File: src/rtl/wave_capture_pkg.sv
// Shared types and defaults for the waveform capture scheduler.
package wave_capture_pkg;

  typedef enum logic [1:0] {
    ST_ARMED   = 2'd0,
    ST_CAPTURE = 2'd1,
    ST_DONE    = 2'd2
  } capture_state_t;

  localparam int DEF_ADDR_W          = 8;
  localparam int DEF_DATA_W          = 8;
  localparam int DEF_TIMEOUT_SAMPLES = 1024;

endpackage

File: src/rtl/wave_capture_arbiter_if.sv
// Display read bus plus the single-port sample RAM bus, as seen by the arbiter.
interface wave_capture_arbiter_if
  import wave_capture_pkg::*;
#(
  parameter int ADDR_W = DEF_ADDR_W,
  parameter int DATA_W = DEF_DATA_W
);

  logic              rd_req;
  logic [ADDR_W-1:0] rd_addr;
  logic              rd_valid;
  logic [DATA_W-1:0] rd_data;
  logic              ram_en;
  logic              ram_we;
  logic [ADDR_W:0]   ram_addr;
  logic [DATA_W-1:0] ram_wdata;
  logic [DATA_W-1:0] ram_rdata;

  modport master (
    input  rd_req, rd_addr, ram_rdata,
    output rd_valid, rd_data, ram_en, ram_we, ram_addr, ram_wdata
  );

  modport slave (
    output rd_req, rd_addr, ram_rdata,
    input  rd_valid, rd_data, ram_en, ram_we, ram_addr, ram_wdata
  );

endinterface

File: src/rtl/ram_port_arbiter.sv
// Owns the RAM port: one-entry capture hold buffer, display-read priority,
// port mux and the read-valid pipeline.
module ram_port_arbiter
  import wave_capture_pkg::*;
#(
  parameter int ADDR_W = DEF_ADDR_W,
  parameter int DATA_W = DEF_DATA_W
) (
  input  logic                  i_clk,
  input  logic                  i_reset_n,
  wave_capture_arbiter_if.master bus,
  input  logic                  i_read_half,
  input  logic [ADDR_W-1:0]     i_wr_idx,
  input  logic                  i_load,
  input  logic [DATA_W-1:0]     i_load_data,
  output logic                  o_hold_valid,
  output logic                  o_wr_issue
);

  logic              r_active;
  logic              r_hold_valid;
  logic [DATA_W-1:0] r_hold_data;
  logic              r_rd_valid;
  logic [DATA_W-1:0] r_rd_data;
  logic              w_rd_grant;
  logic              w_wr_issue;

  // r_active keeps the port silent while reset is asserted even if rd_req is high
  assign w_rd_grant = r_active & bus.rd_req;
  assign w_wr_issue = r_active & r_hold_valid & ~bus.rd_req;

  // Port mux: display read wins, pending capture write otherwise
  always_comb begin
    bus.ram_en    = 1'b0;
    bus.ram_we    = 1'b0;
    bus.ram_addr  = {(ADDR_W+1){1'b0}};
    bus.ram_wdata = {DATA_W{1'b0}};
    if (w_rd_grant) begin
      bus.ram_en   = 1'b1;
      bus.ram_addr = {i_read_half, bus.rd_addr};
    end else if (w_wr_issue) begin
      bus.ram_en    = 1'b1;
      bus.ram_we    = 1'b1;
      bus.ram_addr  = {~i_read_half, i_wr_idx};
      bus.ram_wdata = r_hold_data;
    end else begin
      bus.ram_en = 1'b0;
    end
  end

  // Hold buffer and read-return pipeline
  always_ff @(posedge i_clk or negedge i_reset_n) begin
    if (!i_reset_n) begin
      r_active     <= 1'b0;
      r_hold_valid <= 1'b0;
      r_hold_data  <= {DATA_W{1'b0}};
      r_rd_valid   <= 1'b0;
      r_rd_data    <= {DATA_W{1'b0}};
    end else begin
      r_active   <= 1'b1;
      r_rd_valid <= w_rd_grant;
      if (r_rd_valid) begin
        r_rd_data <= bus.ram_rdata;
      end
      // A load is accepted only if the slot is free or drains this cycle
      if (i_load && (!r_hold_valid || w_wr_issue)) begin
        r_hold_valid <= 1'b1;
        r_hold_data  <= i_load_data;
      end else if (w_wr_issue) begin
        r_hold_valid <= 1'b0;
      end
    end
  end

  assign bus.rd_valid = r_rd_valid;
  assign bus.rd_data  = r_rd_valid ? bus.ram_rdata : r_rd_data;
  assign o_hold_valid = r_hold_valid;
  assign o_wr_issue   = w_wr_issue;

endmodule

File: src/rtl/wave_capture_arbiter.sv
// Triggered capture of one frame of audio samples into the back half of a
// shared sample RAM, with half swap on vsync.
module wave_capture_arbiter
  import wave_capture_pkg::*;
#(
  parameter int ADDR_W          = DEF_ADDR_W,
  parameter int DATA_W          = DEF_DATA_W,
  parameter int TIMEOUT_SAMPLES = DEF_TIMEOUT_SAMPLES
) (
  input  logic                   i_clk,
  input  logic                   i_reset_n,
  input  logic                   i_new_sample,
  input  logic [15:0]            i_sample,
  input  logic                   i_vsync,
  wave_capture_arbiter_if.master bus,
  output logic                   o_read_half,
  output logic [1:0]             o_capture_state,
  output logic                   o_overflow
);

  localparam int                TO_W     = $clog2(TIMEOUT_SAMPLES + 1);
  localparam logic [TO_W-1:0]   TO_LAST  = TO_W'(TIMEOUT_SAMPLES - 1);
  localparam logic [ADDR_W-1:0] IDX_LAST = {ADDR_W{1'b1}};

  capture_state_t    r_state;
  logic              r_prev_neg;
  logic              r_vsync_d;
  logic              r_read_half;
  logic              r_overflow;
  logic [TO_W-1:0]   r_timeout_cnt;
  logic [ADDR_W-1:0] r_wr_idx;

  logic              w_vsync_rise;
  logic              w_fire;
  logic              w_last_write;
  logic              w_load;
  logic              w_drop;
  logic              w_hold_valid;
  logic              w_wr_issue;
  logic [DATA_W-1:0] w_conv;
  logic              w_unused_lsbs;

  // Signed sample to offset binary, keeping the top DATA_W bits
  assign w_conv        = {~i_sample[15], i_sample[14 -: DATA_W-1]};
  assign w_unused_lsbs = &{1'b0, i_sample[15-DATA_W:0]};

  assign w_vsync_rise = i_vsync & ~r_vsync_d;
  assign w_fire       = i_new_sample && (r_state == ST_ARMED) &&
                        ((r_prev_neg && !i_sample[15]) || (r_timeout_cnt == TO_LAST));
  assign w_last_write = w_wr_issue && (r_wr_idx == IDX_LAST);
  // A sample arriving alongside the frame's final write belongs to no frame
  assign w_load       = w_fire ||
                        (i_new_sample && (r_state == ST_CAPTURE) && !w_last_write);
  assign w_drop       = i_new_sample && (r_state == ST_CAPTURE) &&
                        w_hold_valid && !w_wr_issue;

  ram_port_arbiter #(
    .ADDR_W (ADDR_W),
    .DATA_W (DATA_W)
  ) u_port (
    .i_clk        (i_clk),
    .i_reset_n    (i_reset_n),
    .bus          (bus),
    .i_read_half  (r_read_half),
    .i_wr_idx     (r_wr_idx),
    .i_load       (w_load),
    .i_load_data  (w_conv),
    .o_hold_valid (w_hold_valid),
    .o_wr_issue   (w_wr_issue)
  );

  // Capture FSM, trigger/timeout tracking and half swap
  always_ff @(posedge i_clk or negedge i_reset_n) begin
    if (!i_reset_n) begin
      r_state       <= ST_ARMED;
      r_prev_neg    <= 1'b0;
      r_vsync_d     <= 1'b0;
      r_read_half   <= 1'b0;
      r_overflow    <= 1'b0;
      r_timeout_cnt <= {TO_W{1'b0}};
      r_wr_idx      <= {ADDR_W{1'b0}};
    end else begin
      r_vsync_d <= i_vsync;
      if (i_new_sample) begin
        r_prev_neg <= i_sample[15];
      end
      case (r_state)
        ST_ARMED: begin
          if (w_fire) begin
            r_state       <= ST_CAPTURE;
            r_wr_idx      <= {ADDR_W{1'b0}};
            r_timeout_cnt <= {TO_W{1'b0}};
          end else if (i_new_sample) begin
            r_timeout_cnt <= r_timeout_cnt + TO_W'(1);
          end
        end
        ST_CAPTURE: begin
          if (w_drop) begin
            r_overflow <= 1'b1;
          end
          if (w_wr_issue) begin
            r_wr_idx <= r_wr_idx + ADDR_W'(1);
            if (w_last_write) begin
              r_state <= ST_DONE;
            end
          end
        end
        ST_DONE: begin
          if (w_vsync_rise) begin
            r_read_half <= ~r_read_half;
            r_overflow  <= 1'b0;
            r_state     <= ST_ARMED;
          end
        end
        default: begin
          r_state <= ST_ARMED;
        end
      endcase
    end
  end

  assign o_read_half     = r_read_half;
  assign o_capture_state = r_state;
  assign o_overflow      = r_overflow;

endmodule

File: src/flat_wrapper.sv
// flat-port wrapper written by rule: the top's interface ports become plain ports
module wave_capture_arbiter_flat import wave_capture_pkg::*;
#(
  parameter int ADDR_W          = DEF_ADDR_W,
  parameter int DATA_W          = DEF_DATA_W,
  parameter int TIMEOUT_SAMPLES = DEF_TIMEOUT_SAMPLES
)
  (i_clk, i_reset_n, i_new_sample, i_sample, i_vsync, o_read_half, o_capture_state, o_overflow, bus_rd_req, bus_rd_addr, bus_ram_rdata, bus_rd_valid, bus_rd_data, bus_ram_en, bus_ram_we, bus_ram_addr, bus_ram_wdata);
  wave_capture_arbiter_if #(.ADDR_W(ADDR_W), .DATA_W(DATA_W)) bus_i ();
  input  logic i_clk;
  input  logic i_reset_n;
  input  logic i_new_sample;
  input  logic [15:0] i_sample;
  input  logic i_vsync;
  output logic o_read_half;
  output logic [1:0] o_capture_state;
  output logic o_overflow;
  input wire logic [$bits(bus_i.rd_req)-1:0] bus_rd_req;
  input wire logic [$bits(bus_i.rd_addr)-1:0] bus_rd_addr;
  input wire logic [$bits(bus_i.ram_rdata)-1:0] bus_ram_rdata;
  output wire logic [$bits(bus_i.rd_valid)-1:0] bus_rd_valid;
  output wire logic [$bits(bus_i.rd_data)-1:0] bus_rd_data;
  output wire logic [$bits(bus_i.ram_en)-1:0] bus_ram_en;
  output wire logic [$bits(bus_i.ram_we)-1:0] bus_ram_we;
  output wire logic [$bits(bus_i.ram_addr)-1:0] bus_ram_addr;
  output wire logic [$bits(bus_i.ram_wdata)-1:0] bus_ram_wdata;
  assign bus_i.rd_req = bus_rd_req;
  assign bus_i.rd_addr = bus_rd_addr;
  assign bus_i.ram_rdata = bus_ram_rdata;
  assign bus_rd_valid = bus_i.rd_valid;
  assign bus_rd_data = bus_i.rd_data;
  assign bus_ram_en = bus_i.ram_en;
  assign bus_ram_we = bus_i.ram_we;
  assign bus_ram_addr = bus_i.ram_addr;
  assign bus_ram_wdata = bus_i.ram_wdata;
  wave_capture_arbiter #(.ADDR_W(ADDR_W), .DATA_W(DATA_W), .TIMEOUT_SAMPLES(TIMEOUT_SAMPLES)) u_core (.i_clk(i_clk), .i_reset_n(i_reset_n), .i_new_sample(i_new_sample), .i_sample(i_sample), .i_vsync(i_vsync), .bus(bus_i), .o_read_half(o_read_half), .o_capture_state(o_capture_state), .o_overflow(o_overflow));
endmodule
File: config.mk
export PLATFORM = sky130hd
export DESIGN_NAME = wave_capture_arbiter_flat
export DESIGN_NICKNAME = d
export VERILOG_FILES = /design/src/rtl/wave_capture_pkg.sv /design/src/rtl/wave_capture_arbiter_if.sv /design/src/rtl/ram_port_arbiter.sv /design/src/rtl/wave_capture_arbiter.sv /design/src/flat_wrapper.sv
export SDC_FILE = /design/constraint.sdc
export NUM_CORES = 1
export LEC_CHECK = 0
export CAP_MARGIN = 20
export CORE_MARGIN = 5
export CORE_UTILIZATION = 42
export DETAILED_ROUTE_END_ITERATION = 10
export PLACE_DENSITY = 0.75
export SYNTH_ARGS = -nofsm -noshare
export SYNTH_HDL_FRONTEND = slang
export SYNTH_HIERARCHICAL = 1
export SYNTH_SLANG_ARGS = --single-unit
export TNS_END_PERCENT = 50
File: constraint.sdc
create_clock -name i_clk -period 2 [get_ports i_clk]
set_input_delay 0.6 -clock i_clk [delete_from_list [all_inputs] [get_ports i_clk]]
set_output_delay 0.6 -clock i_clk [all_outputs]
set_load 0.005 [all_outputs]
* Word level (Yosys, flattened, before mapping)
Index checks and enable logic that the tools add are counted.
** Cells by class
- Add/sub/neg operators :: 2
- Bitwise operators :: 8
- Eq/ne operators :: 9
- Mux-type cells :: 23
- Reductions and logical operators :: 26
** Operators with widths (number)
- 8-bit two-way mux :: 5
- 11-bit two-way mux :: 2
- 9-bit two-way mux :: 2
- 8-bit one-hot mux with 2 select lines :: 1
- 11-bit by 1-bit adder with 11-bit output (second input constant) :: 1
- 11-bit by 10-bit == test with 1-bit output (second input constant) :: 1
- 1-bit logical AND :: 9
- 8-bit by 1-bit adder with 8-bit output (second input constant) :: 1
- 8-bit == test (second input constant) :: 1
- 2-bit two-way mux :: 4
- 2-bit by 1-bit != test with 1-bit output (second input constant) :: 4
- 2-bit nonzero test :: 4
- 1-bit two-way mux :: 7
- 2-bit one-hot mux with 3 select lines :: 1
- 3-bit AND reduction :: 2
- 1-bit bitwise AND :: 4
- 1-bit logical NOT :: 4
- 1-bit inverter :: 4
- 2-bit AND reduction :: 2
- 4-bit AND reduction :: 1
- 1-bit logical OR :: 3
- 2-bit by 1-bit == test with 1-bit output (second input constant) :: 1
- 2-bit == test (second input constant) :: 1
- 2-bit logical NOT :: 1
- other kinds (2) :: 2
** Word-level totals
- Register bits after elaboration :: 44
- Word-level logic and storage cells :: 80
- Output and inout bits :: 32
- Bits of input ports :: 37

* Longest topological paths before layout
Gate-level depths: netlist (run 1).
- Word-level depth :: 8
- Mapped depth :: 8
- Gate-level depth less buffers :: 7

* By module
Netlist (run 1), hierarchy kept.
** By module, submodules not included
- wave_capture_arbiter :: cells an instance 142, instances 1, area each 1331.3 um^2, seq. area each 625.6 um^2
- ram_port_arbiter :: cells an instance 93, instances 1, area each 965.9 um^2, seq. area each 475.5 um^2

* Worst setup path before layout (run 1)
No wires, ideal clock.
- Path type :: in2reg
- From :: in i_new_sample
- To :: reg u_core.u_port.r_hold_data[0]
- Library setup time :: 125 ps
- Stages :: 7
- Setup slack :: -300 ps
- Buffers on the path :: 1
- Required time :: 1875 ps
- Data arrival time :: 2175 ps
- Cells stage by stage :: nor3b_1 > and2_1 > buf_2 > nor2_1 > o21ai_0 > a21boi_4 > mux2_2
** Between the ends
- Word-level cells in the longest chain between the ends :: 4
- Elaborated cells on any way between the ends :: 6
- Those cells by class :: 6 x reduce/logical
** RTL lines
- start: declaration :: RTL line flat_wrapper.sv:12 : input logic i_new_sample;
- 1-bit logical AND, on equally long branches (2 in series) :: RTL line wave_capture_arbiter.sv:48, wave_capture_arbiter.sv:53
- 1-bit logical OR (*) :: RTL line wave_capture_arbiter.sv:52 : assign w_load = w_fire ||
- net u_core.w_load :: RTL line wave_capture_arbiter.sv:36 : logic w_load;
- 1-bit logical AND (*) :: RTL line ram_port_arbiter.sv:66 : if (i_load && (!r_hold_valid || w_wr_issue)) begin
- end signal: assignment :: RTL line ram_port_arbiter.sv:56 : r_hold_data <= {DATA_W{1'b0}};
- end signal: assignment :: RTL line ram_port_arbiter.sv:68 : r_hold_data <= i_load_data;
- end: declaration :: RTL line ram_port_arbiter.sv:22 : logic [DATA_W-1:0] r_hold_data;
The timed path passes the listed nets; every way through them passes the cells marked *.
A chain may end at the register's enable or synchronous reset.

* Worst setup path after layout (run 1)
- From :: reg u_core.u_port.r_hold_valid (netlist: u_core/u_port/o_hold_valid)
- To :: out bus_ram_en
** Between the ends
- Word-level cells in the longest chain between the ends :: 4
** RTL lines
- start: declaration :: RTL line ram_port_arbiter.sv:21 : logic r_hold_valid;
- start signal: assignment :: RTL line ram_port_arbiter.sv:55 : r_hold_valid <= 1'b0;
- start signal: assignment :: RTL line ram_port_arbiter.sv:67 : r_hold_valid <= 1'b1;
- start signal: assignment :: RTL line ram_port_arbiter.sv:70 : r_hold_valid <= 1'b0;
- 1-bit bitwise AND (2 in series) :: RTL line ram_port_arbiter.sv:30 : assign w_wr_issue = r_active & r_hold_valid & ~bus.rd_req;
- 1-bit two-way mux :: RTL line ram_port_arbiter.sv:41 : end else if (w_wr_issue) begin
- 1-bit two-way mux :: RTL line ram_port_arbiter.sv:38 : if (w_rd_grant) begin
- end: declaration :: RTL line flat_wrapper.sv:23 : output wire logic [$bits(bus_i.ram_en)-1:0] bus_ram_en;
No other way between the ends.

==> impl_results.md, run 1 <==
* Final setup TNS at -0.374 ns
* Starting DRC count in detailed routing at 159
* Vias in the first global route at 2114
* Die X-Extent at 84.0 um
* Antenna violations before repair at 0
* Clk Latency, worst-skew pair at 0.29 ns
* Crit path capture type: primary output
* Layout Skew at 0.00486 ns
* Slew headroom at 62.7%
* Reg2reg start: u_core/r_timeout_cnt[1]$_DFFE_PN0P_
* Final hold violation count at 0
* CP arrival at 1.46 ns
* CTS tree: yes
* Setup ws final at -0.0627 ns
* Final HPWL DP at 4010 um
* Tightest Pin Transition at ~0.56 ns
* Main synth FF type: dfrtp_1
* Startpoint types: flop
* CTS H-tree depth at 2
* Top Ports at 69
* Post-synth EDFFs at 0
* Pre-antenna DRT Iters at 4
* CP max FO at 9
* RSZ-0062 raised after global routing: yes
* Nets@finish at 382
* Detailed Route WL at 6000 um
* Synth Register Bits at 44
* P per Cell Area at between 900 and 1000 nW/um2
* Num CTS Buffers at 5
* LEAKAGE at 0.00180 uW
* Pwr Total at approximately 3500 uW
* Max-cap violation count at 0
* Most frequent cells in the layout: dfrtp_1 (44), buf_4 (43), nand2_1 (30)
* Die area at 7050 um2
* CTS clk-pin slew, worst paths at ~0.080 ns
* First-pass GRT wire length at 9850 um
* Area grow syn2layout at 55.2%
* Reg power frac at between 30% and 40%
* Violated checks: setup timing
* Clk sinks at 44
* Crit path required time at 1.40 ns
* Total GRT Usage at 17.3%
* Pin count of the biggest net entering global routing at 45
* Num rows at 27
* Pint at 2320 uW
* Layout cell share with drive strength beyond 1 at 34.4%
* Critical path type: reg2out
* Final period util at 103%
* Placed cells at 396
* Final cell count without fillers at 415
* Routability cong. at 0.882
* Vias at 2092
* Maximum vdd ir drop at between 0.0005 and 0.0006 V
* Synth cell types at 39
* Synth Warn # at 6
* Max Slew Vio Count at 0
* Antenna Cells at 0
* Initial Util at around 42%
* Clk buf depth at 2
* Post-synthesis async set-or-reset flop share at 100%
* CP cell instances: buf_4, buf_6, buf_8, buf_6, o21a_1, buf_2
* Root Buffer: clkbuf_8
* Die Y-Extent at roughly 84 um
* Worst r2r dst: u_core/u_port/r_hold_data[2]$_DFFE_PN0P_
* Synthesized area per cell at 9.78 um2
* Sequential area share after synthesis at a little under half
* Clock network fraction of total power at between 10% and 20%
* Commonest non-fill, non-tap cell in the layout: dfrtp_1
* Hold_buf cts at 0
* Final ANT Viol Nets at 0
* Status: complete, but fails checks
* Grt total ovfl at 0
* F_max at around 480 MHz
* Cell area after synthesis at 2300 um2
* Max stage delay on crit path at approximately 0.40 ns
* Cell count after synthesis at 235
* Number of port buffers at 60
* # setup viols final at 10
* DRC viols at 0
* Worst path most repeated cell: buf_6
* Switching Share at 34.5%
* Syn_nets at 274
* Slowest cell on crit path: dfrtp_1
* CORE AREA at 5410 um2
* Crit path time final at 2.06 ns
* Vias per std cell at between 5 and 6
* Hold WC Path Type: in2async
* P_sw at 1220 uW
* Post-DR wirelength/cell at about 14 um
* Logic pwr share at 47.4%
* R2R setup slack at 0 ns
* Worst Reg-to-Reg Cells at 8
## final cells by class
class / count / area, um2
Inverter: 5 / 18.8
Sequential cell: 44 / 1100
Timing Repair Buffer: 111 / 998
Clock inverter: 1 / 5.00
Multi-Input combinational cell: 176 / 1280
Tap cell: 72 / 90.1
Fill cell: 408 / 1840
Clock buffer: 6 / 72.6
## Yosys cell counts (2+ instances only)
library cell | n | area share [%]
and2_1 | 18 | 4.9
buf_2 | 5 | 1.1
clkbuf_1 | 4 | 0.65
dfrtp_1 | 44 | 48
ha_1 | 2 | 1.1
inv_1 | 5 | 0.82
mux2_2 | 17 | 8.3
nand2_1 | 35 | 5.7
nand3_1 | 15 | 3.3
nand4_1 | 10 | 2.7
nor2_1 | 15 | 2.5
nor2b_1 | 2 | 0.54
nor3_1 | 5 | 1.1
nor4_1 | 5 | 1.4
o211ai_1 | 3 | 0.98
o21ai_0 | 12 | 2.6
o21ai_1 | 4 | 0.87
o31ai_1 | 5 | 1.6
or2_2 | 2 | 0.54
xnor2_1 | 6 | 2.3
xor2_1 | 3 | 1.1
## registers in the layout (all words and copies together) (netlist names)
signal,flops
u_core/u_port/r_active,1
u_core/r_wr_idx,8
u_core/u_port/bus.rd_valid,1
u_core/r_vsync_d,1
u_core/r_timeout_cnt,11
u_core/u_port/o_hold_valid,1
u_core/o_overflow,1
u_core/u_port/r_rd_data,8
u_core/u_port/r_hold_data,8
u_core/o_read_half,1
u_core/r_prev_neg,1
u_core/o_capture_state,2
## cell families (layout without fill, tap and decap cells)
family,Yosys count,count (layout),synth area share (%)
AND/OR/NAND/NOR,115,115,26.0
flip-flops,44,44,47.9
AO/OA/AOI/OAI,32,32,10.0
multiplexers,17,17,8.33
buffers and inverters,15,123,3.05
XOR/XNOR,9,9,3.43
adder cells (fa/ha/maj),2,2,1.09
other,1,1,0.163
## power groups by stage
stage               sequential (uW)  clock (uW)  combinational (uW)
floorplan                      1330           0                 741
CTS                            1300         541                1470
detailed placement             1320           0                1430
finish                         1340         520                1680
global placement               1300           0                1410
global route                   1370         575                1860
## per-stage QoR
step | utilization [%] | hold WS (ns) | cell area (um2) | worst slack [ns]
global placement | 60.3 | 0.480 | 3260 | -0.674
CTS | 62.4 | 0.395 | 3370 | -0.233
global route | 66.0 | 0.428 | 3570 | -0.129
detailed placement | 60.3 | 0.485 | 3260 | -0.709
floorplan | - | 0.304 | 2320 | -0.0599
finish | 66.0 | 0.369 | 3570 | -0.0627
## worst max-delay path by stage
stage / from / end / cells after the start
final: u_core/u_port/o_hold_valid$_DFFE_PN0P_ / bus_ram_en / 6
after global routing: u_core/u_port/o_hold_valid$_DFFE_PN0P_ / bus_ram_addr[5] / 7
after CTS: bus_rd_req / bus_ram_wdata[6] / 5
after detailed placement: bus_rd_req / bus_ram_addr[7] / 6
after global placement: bus_rd_req / bus_ram_addr[5] / 6
after floorplan: i_new_sample / u_core/u_port/r_hold_data[0]$_DFFE_PN0P_ / 7
## worst max-delay path, delay by kind of cell (launching register included)
kind | cells | cell delay [ns]
buffers and inverters | 5 | 0.61
AO/OA/AOI/OAI | 1 | 0.15
flip-flops | 1 | 0.40
## metal layers
metal	track usage [%]	share of wire, %	wire length [um]
met3	4.64	4.0	238
met5	0	0	0
met2	29.4	49	2970
met1	20.8	44	2660
met4	6.73	2.3	138
## timing repair
item / CTS / global route
resized for setup: 81 / 64
buffers inserted: 3 / 8
endpoints found under the setup margin: 51 / 35
gates cloned: 1 / 0
pin swaps: 11 / 5
endpoints found under the hold margin: 0 / 0
Power figures use the tool's default switching activity.
==> inputs of run 2 (changes only) <==
Settings changed: CORE_ASPECT_RATIO from default to 1.75.
==> run 2 against run 1 <==
Against the previous run:
- largest cell class unchanged
- the flow now finishes without violations
- via count is 2.4% lower
- critical path type is now in2out
- routed wire length down 5.4%
- flip-flop and latch count unchanged
==> impl_results.md, run 2 (synthesis gave the netlist of run 1 again) <==
* Max Slew Vio Count at 0 (unchanged)
* R2R setup slack at 0.08 ns (was 0 ns)
* Number of port buffers at 60 (unchanged)
* Fin util at 65.5% (was 66.0%)
* Die area at 7110 um2 (was 7050 um2)
* Vias per std cell at 4.96 (was 5.04)
* Most frequent cells in the layout: dfrtp_1 (43), buf_4 (41), nand2_1 (34) (was dfrtp_1 (44), buf_4 (43), nand2_1 (30))
* Hold_buf cts at 0 (unchanged)
* Top Ports at 69 (unchanged)
* Placed cells at 394 (was 396)
* Max stage delay on crit path at 0.45 ns (was 0.40 ns)
* Worst r2r dst: u_core/u_port/r_hold_data[1]$_DFFE_PN0P_ (was u_core/u_port/r_hold_data[2]$_DFFE_PN0P_)
* Layout Skew at 0.0107 ns (was 0.00486 ns)
* Vias at 2042 (was 2092)
* Final period util at 99.7% (was 103%)
* CP cell instances: clkdlybuf4s50_1, nand2_1, o21ai_0, and2_1, buf_2 (was buf_4, buf_6, buf_8, buf_6, o21a_1, buf_2)
* Crit path required time at 1.40 ns (about the same)
* Crit path buffers/inverters at 2 (was 5)
* Tightest Pin Transition at 0.558 ns (was 0.559 ns)
* Final hold violation count at 0 (unchanged)
* Crit path time final at 1.99 ns (was 2.06 ns)
* Initial Util at 43.4% (was 42.5%)
* P per Cell Area at 1010 nW/um2 (was 993 nW/um2)
* Final ANT Viol Nets at 0 (unchanged)
* CORE AREA at 5300 um2 (was 5410 um2)
* Num rows at 35 (was 27)
* CP arrival at 1.39 ns (was 1.46 ns)
* Maximum vdd ir drop at 0.000545 V (was 0.000554 V)
* Pre-antenna DRT Iters at 4 (unchanged)
* Final HPWL DP at 4080 um (was 4010 um)
* Number of flip-flops in the largest register at 11 (unchanged)
* Clk buf depth at 2 (unchanged)
* Vias in the first global route at 2059 (was 2114)
* Antenna Cells at 0 (unchanged)
* Area grow syn2layout at 51.0% (was 55.2%)
* Grt total ovfl at 0 (unchanged)
* CP max FO at 1 (was 9)
* F_max at 502 MHz (was 485 MHz)
* Post-DR wirelength/cell at 13.8 um (was 14.5 um)
* Detailed Route WL at 5680 um (was 6000 um)
* Place WS at -0.718 ns (was -0.709 ns)
* Num CTS Buffers at 5 (unchanged)
* CTS H-tree depth at 2 (unchanged)
* Hold WC Path Type: in2async (unchanged)
* CTS tree: yes (unchanged)
* Status: complete, no violations (was complete, but fails checks)
* Clk sinks at 44 (unchanged)
* Starting DRC count in detailed routing at 66 (was 159)
* Pin count of the biggest net entering global routing at 45 (unchanged)
* Reg with most FFs: u_core/r_timeout_cnt (unchanged)
* Routability cong. at 0.737 (was 0.882)
* Clk Latency, worst-skew pair at 0.30 ns (was 0.29 ns)
* # setup viols final at 0 (was 10)
* Die Y-Extent at 108 um (was 84.0 um)
* DRC viols at 0 (unchanged)
* Setup ws final at 0.00642 ns (was -0.0627 ns)
* Slew headroom at 62.8% (was 62.7%)
* RSZ-0062 raised after global routing: yes (unchanged)
* Commonest non-fill, non-tap cell in the layout: dfrtp_1 (unchanged)
* Total GRT Usage at 17.0% (was 17.3%)
* Crit-path leading delay family: buffers and inverters (unchanged)
* Pwr Total at 3510 uW (was 3540 uW)
* Critical path type: in2out (was reg2out)
* Reg2reg start: u_core/r_timeout_cnt[0]$_DFFE_PN0P_ (was u_core/r_timeout_cnt[1]$_DFFE_PN0P_)
* CTS clk-pin slew, worst paths at 0.07 ns (was 0.08 ns)
* Root Buffer: clkbuf_8 (unchanged)
* Slowest cell on crit path: clkdlybuf4s50_1 (was dfrtp_1)
* Crit path capture type: primary output (unchanged)
* Worst Reg-to-Reg Cells at 8 (unchanged)
* Antenna violations before repair at 0 (unchanged)
* Startpoint types: input pin (was flop)
* Die X-Extent at 65.9 um (was 84.0 um)
* Final cell count without fillers at 412 (was 415)
* LEAKAGE at 0.00170 uW (was 0.00180 uW)
* Max-cap violation count at 0 (unchanged)
* Layout cell share with drive strength beyond 1 at 34.3% (was 34.4%)
* First-pass GRT wire length at 9470 um (was 9850 um)
* Nets@finish at 376 (was 382)
* WHS at 0.377 ns (was 0.369 ns)
==> run 2: changes by cell type in the layout (fill, tap and decap cells not counted), sizes merged <==
cell / before / now
dlygate4sd2: 2 / 4
clkbuf: 9 / 13
dlymetal6s2s: 11 / 7
buf: 68 / 63
clkdlybuf4s15: 4 / 3
clkdlybuf4s50: 23 / 21
bufinv: 0 / 1
==> run 2: area by class of cell <==
type | count | area [um2]
multi-input cells | 176 | 1250
inverters | 5 | 18.8
clock inverters | 2 | 35.0
fillers | 428 | 1830
clock buffers | 6 | 72.6
flip-flops and latches | 44 | 1100
well taps | 74 | 92.6
repair buffers | 105 | 895
==> run 2: metrics by stage <==
stage	cell area (um2)	TNS, ns
floorplan	2320	-0.479
global placement	3230	-28.58
detailed placement	3230	-29.23
CTS	3400	-0.498
global route	3470	-0.576
finish	3470	0
==> run 2: timing repair <==
| action | in CTS | in global routing |
|---|---|---|
| cloned | 1 | 0 |
| hold endpoints to repair | 0 | 0 |
| setup buffers | 6 | 4 |
| endpoints found under the setup margin | 53 | 34 |
| pin swaps | 11 | 9 |
| resized for setup | 109 | 41 |
==> run 2: power by group <==
group | switching (uW) | leakage (uW) | internal, uW
registers | 198 | 0.000521 | 1140
logic | 664 | 0.00113 | 841
clock network | 295 | 0.0000552 | 371
total | 1160 | 0.00170 | 2350
==> run 2: worst max-delay path by stage <==
stage                          start                                       end  cells after the start
floorplan               i_new_sample  u_core/u_port/r_hold_data[0]$_DFFE_PN0P_                      7
global placement          bus_rd_req                           bus_ram_addr[4]                      6
detailed placement        bus_rd_req                           bus_ram_addr[6]                      6
CTS                 bus_ram_rdata[4]                            bus_rd_data[4]                      3
global route          bus_rd_addr[7]                           bus_ram_addr[7]                      5
finish                bus_rd_addr[6]                           bus_ram_addr[6]                      5
==> run 2: metal layers <==
metal  global-route usage (%)  wire length, um
met2                     31.4             3130
met3                     1.99              206
met1                     19.3             2260
met5                        0                0
met4                     6.68               83
==> run 2: worst register-to-register path, stage by stage (launching register included) <==
cell and delay [ns]:
dfrtp_1 0.36, ha_2 0.18, nand4_1 0.15, nor4_4 0.28, nor2_2 0.08, o21ai_2 0.08
a21boi_4 0.22, buf_6 0.15, mux2_4 0.30
==> RTL edit 1: new RTL, flow settings as in run 2 <==
Set the package constant `DEF_TIMEOUT_SAMPLES` to 256 (it was 1024).
--- a/src/rtl/wave_capture_pkg.sv
+++ b/src/rtl/wave_capture_pkg.sv
@@ -10,5 +10,5 @@
   localparam int DEF_ADDR_W          = 8;
   localparam int DEF_DATA_W          = 8;
-  localparam int DEF_TIMEOUT_SAMPLES = 1024;
+  localparam int DEF_TIMEOUT_SAMPLES = 256;
 
 endpackage
Function: same outputs for any inputs over 10 cycles, from zero or initial values and one cycle with i_reset_n low; that may be too few to reach the edited logic, so the function may still have changed.
==> RTL edit 1 against run 2 <==
  * The run now ends with negative setup slack left
  * Setup slack worse by 0.34 ns
  * Area after synthesis fell by 7.0%
  * Count of clock-buffer cells in the layout is the same
  * Non-clock buffer count is the same
  * Clock skew is 0.0065 ns lower
  * Design area decreased by 4.8%
  * Routed wire length down 3.1%
  * Sequential cell count decreased by 2
  * Critical endpoint is now u_core/u_port/r_hold_data[0]
  * Largest cell class unchanged
  * Highest routed layer unchanged
Power is not compared: it rests on default switching activity, and its combinational part moved more than twofold at a synthesized area within 25%.
==> RTL edit 1: results (changes against run 2) <==
[run_status]
status=finished, violations left
violations=negative setup slack

[worst_setup_path]
critPathTopFamily=simple AND/OR/NAND/NOR gates
rr_worst_depth=11  ; +3
r2r-start=u_core/r_timeout_cnt[1]
r2r-end=u_core/u_port/r_hold_data[0]
worstPathArrival_ns=2.51  ; +1.12 ns
crit_slowest_cell=dfrtp_1
worstPathMaxFanout=8  ; +7

[global_route]
first_global_vias=1920  ; -6.8%
grt_pass1_wl_um=8670  ; -8.4%
track_usage_pct=16.0  ; -1.0 points
grt_max_degree=43  ; -4.4%

[synthesis]
ys_seq_area_share_pct=49.2  ; +1.3 points
synthesis.nets=253  ; -7.7%
synthTopCellsByCount=dfrtp_1 (42), nand2_1 (32), o21ai_0 (19)
synth.area.top_cells=dfrtp_1 (49%), mux2_2 (9.0%), nand2_1 (5.6%), and2_1 (5.0%), o21ai_0 (4.4%)
yosys.cell_types.count=41  ; +5.1%

[sta]
setup_ws_ns=-0.330  ; -0.336 ns
setup_viol=16  ; +16
fin_skew_ns=0.00412  ; -0.00653 ns
tns_ns=-3.10  ; -3.10 ns

[final_layout]
fillerInstances=394  ; -7.9%
drive_gt1_share_pct=37.4  ; +3.1 points
nets=357  ; -5.1%
largest_reg_flops=9  ; -2

[place]
hpwl_um=3930  ; -3.7%
place_ws_ns=-0.747  ; -0.0282 ns

[drt]
via_per_inst=5.17  ; +4.3%
drt_iter0_markers=54  ; -18%

-- RTL edit 1: how the worst max path moves through the flow --
stage / cells after the start / to / startpoint / slack, ns
final: 11 / u_core/u_port/r_hold_data[0] / u_core/r_timeout_cnt[1] / -0.33
after detailed placement: 5 / bus_ram_addr[6] / bus_rd_req / -0.75
after CTS: 10 / u_core/u_port/r_hold_data[2] / u_core/r_timeout_cnt[0] / -0.35
after global routing: 11 / u_core/u_port/r_hold_data[5] / u_core/r_timeout_cnt[1] / -0.39
after floorplan: 10 / u_core/u_port/r_hold_data[0] / u_core/r_timeout_cnt[0] / -0.33
after global placement: 5 / bus_ram_addr[6] / bus_rd_req / -0.74
-- RTL edit 1: routing by layer --
layer | global-route usage (%) | wire (µm)
met1 | 17.8 | 2120
met3 | 2.70 | 182
met2 | 29.4 | 3050
met4 | 5.79 | 153
met5 | 0 | 0
-- RTL edit 1: area by class of cell --
| cell class | instances | area, µm² | share of cell area [%] |
|---|---|---|---|
| clock buffer | 6 | 82.6 | 2.50 |
| clock inverter | 2 | 12.5 | 0.379 |
| inverter | 5 | 18.8 | 0.568 |
| multi-input combinational | 158 | 1160 | 35.1 |
| sequential | 42 | 1050 | 31.8 |
| tap | 54 | 67.6 | 2.05 |
| timing repair buffer | 105 | 912 | 27.6 |
-- RTL edit 1: logic make-up after synthesis --
group | synth area share, %
and+or+nand+nor | 22.6
DFF | 49.2
adders and majority gates | 1.76
buffers and inverters | 3.51
AOI/OAI and AO/OA | 10.5
muxes | 8.96
xor gates and xnor gates | 3.28
other | 0.175
-- RTL edit 1: repair_timing --
action / CTS / global route
cloned: 0 / 0
gates resized for setup: 92 / 56
setup endpoints to repair: 50 / 48
pin swaps: 15 / 7
setup buffers: 4 / 7
hold endpoints to repair: 0 / 0
-- RTL edit 1: power groups by stage --
stage	clock network, mW	logic (mW)	registers [mW]
after floorplan	0	0.222	1.04
after global placement	0	0.525	1.04
after detailed placement	0	0.538	1.05
after CTS	0.592	0.524	1.03
after global routing	0.628	0.627	1.05
final	0.567	0.566	1.03
-- RTL edit 1: through the flow --
stage,util [%],area (µm²),hold slack [ns]
after floorplan,-,2170,0.304
after global placement,61.9,3080,0.480
after detailed placement,61.9,3080,0.485
after CTS,64.0,3180,0.268
after global routing,66.3,3300,0.291
final,66.3,3300,0.280
-- RTL edit 1: worst reg2reg max path, stage by stage (launching register included) --
cell      delay, ns
dfrtp_1        0.41
ha_2           0.18
and3_4         0.14
and3_4         0.15
and3_4         0.17
ha_4           0.15
or2_4          0.23
o21ai_2        0.13
a21oi_2        0.06
a21boi_4       0.16
buf_12         0.14
mux2_4         0.30
==> RTL edit 2: new RTL, config.mk and constraints of run 2 <==
Made on the original files. Compare `r_timeout_cnt` against `TO_LAST` with >= in place of ==.
--- a/src/rtl/wave_capture_arbiter.sv
+++ b/src/rtl/wave_capture_arbiter.sv
@@ -47,5 +47,5 @@
   assign w_vsync_rise = i_vsync & ~r_vsync_d;
   assign w_fire       = i_new_sample && (r_state == ST_ARMED) &&
-                        ((r_prev_neg && !i_sample[15]) || (r_timeout_cnt == TO_LAST));
+                        ((r_prev_neg && !i_sample[15]) || (r_timeout_cnt >= TO_LAST));
   assign w_last_write = w_wr_issue && (r_wr_idx == IDX_LAST);
   // A sample arriving alongside the frame's final write belongs to no frame
Function: same outputs for any inputs over 10 cycles, from zero or initial values and one cycle with i_reset_n low; that may be too few to reach the edited logic, so the function may still have changed.
==> RTL edit 2 against run 2 <==
  * The run now ends with negative setup slack left
  * Total power increased by 3.5%
  * Routed wire length is 4.4% higher
  * Setup slack worse by 0.072 ns
  * Utilization is 2.0 points lower
  * Sequential cell count unchanged
  * Area after synthesis grew 2.4%
  * Design area rose by 0.58%
  * First-iteration DRC count rose by 70%
  * Highest routed layer unchanged
==> RTL edit 2: results (changes against run 2) <==
[synthesis]
ys_seq_area_share_pct=46.8  ; -1.1 points
yosys.cell_types.count=48  ; +23%
synthesis.nets=267  ; -2.6%
synth.area.top_cells=dfrtp_1 (47%), mux2_2 (8.1%), and2_1 (5.1%), nand2_1 (4.9%), o21ai_0 (3.0%)
synthTopCellsByCount=dfrtp_1 (44), nand2_1 (31), and2_1 (19)

[drt]
via_per_inst=5.03  ; +1.5%
drtPass1Iterations=4  ; unchanged
wl_per_cell_um=14.4  ; +4.7%
drt_iter0_markers=112  ; +70%

[sta]
setup_ws_ns=-0.0653  ; -0.0717 ns
setup_viol=13  ; +13
tns_ns=-0.453  ; -0.453 ns

[worst_setup_path]
slowest_delay_ns=0.42  ; -0.03 ns
crit_slowest_cell=dfrtp_1
startpoint=u_core/u_port/o_hold_valid
worstPathMaxFanout=6  ; +5

[place]
gp_congestion=0.842  ; +14%
place_ws_ns=-0.773  ; -0.0544 ns
hpwl_um=4250  ; +4.3%

[pwr]
finalPower_mw=3.63  ; +3.5%
ir_drop_mv=0.663  ; +22%
p_leak_nw=1.70  ; -0.30%

[global_route]
grt_pass1_wl_um=9460  ; -0.15%
grt_max_degree=28  ; -38%
track_usage_pct=16.9  ; -0.15 points
first_global_vias=2089  ; +1.5%

[run_status]
violations=negative setup slack
status=finished, violations left

[final_layout]
drive_gt1_share_pct=35.8  ; +1.5 points
nets=373  ; -0.80%

-- RTL edit 2: cell count changes after synthesis, moves of 3 or more --
cell,before,now
nand3_1,15,5
nand4_1,10,4
nor4_1,5,0
o31ai_1,5,0
a311oi_1,0,4
a31oi_1,0,4
nand2_1,35,31
a211o_1,0,3
and3_1,0,3
clkbuf_8,0,3
nor3_1,5,2
o211ai_1,3,0
o21ai_1,4,1
-- RTL edit 2: worst min-delay path by stage --
| stage | from | to | cells after the start |
|---|---|---|---|
| after global routing | i_reset_n | u_core/r_prev_neg | 1 |
| after CTS | i_reset_n | u_core/r_timeout_cnt[2] | 1 |
| after floorplan | i_reset_n | u_core/o_capture_state[0] | 0 |
| final | i_reset_n | u_core/r_timeout_cnt[2] | 1 |
| after detailed placement | u_core/u_port/r_rd_data[7] | u_core/u_port/r_rd_data[7] | 1 |
| after global placement | u_core/u_port/r_rd_data[5] | u_core/u_port/r_rd_data[5] | 1 |
-- RTL edit 2: logic make-up (layout without fill, tap and decap cells) --
group / count (synthesis) / in the layout / share of synthesized area [%]
AO/OA/AOI/OAI: 41 / 41 / 12.3
XOR/XNOR: 9 / 9 / 3.35
adder cells (fa/ha/maj): 2 / 2 / 1.06
buffers and inverters: 19 / 126 / 5.11
flip-flops: 44 / 44 / 46.8
multiplexers: 18 / 18 / 8.56
other: 1 / 1 / 0.159
AND/OR/NAND/NOR: 94 / 94 / 22.7
-- RTL edit 2: metrics by stage --
step / instances / hold slack (ns) / util [%]
detailed placement: 390 / 0.486 / 60.3
global route: 411 / 0.266 / 63.5
floorplan: 228 / 0.304 / -
global placement: 390 / 0.479 / 60.3
finish: 411 / 0.233 / 63.5
CTS: 405 / 0.245 / 62.1
-- RTL edit 2: what timing repair did --
item                       4_1_cts  5_1_grt
pin swaps                       10        9
hold buffers                     0        0
hold endpoints to repair         0        0
setup buffers                    7        8
setup endpoints to repair       40       29
resized for setup              115       26
-- RTL edit 2: worst reg2reg max path, delay by kind of cell (launching register included) --
kind,cells,cell delay (ns)
AO/OA/AOI/OAI,2,0.36
buffers and inverters,4,0.50
flip-flops,1,0.42
multiplexers,1,0.30
AND/OR/NAND/NOR,3,0.34
-- RTL edit 2: power breakdown --
part	switching (mW)	total, mW	internal (mW)
Sequential	0.177	1.31	1.14
Combinational	0.733	1.73	1.00
Clock	0.304	0.585	0.281
Total	1.21	3.63	2.42
-- RTL edit 2: layout make-up --
type	count	area, µm²
Clock buffer	7	86.3
Clock inverter	1	7.51
Fill cell	470	2010
Inverter	7	26.3
Multi-Input combinational cell	165	1220
Sequential cell	44	1100
Tap cell	76	95.1
Timing Repair Buffer	111	952
-- RTL edit 2: per-layer routing --
layer / share of wire (%) / global-route usage [%]
met1: 38 / 19.4
met2: 55 / 29.8
met3: 5.1 / 2.99
met4: 1.9 / 7.56
met5: 0 / 0
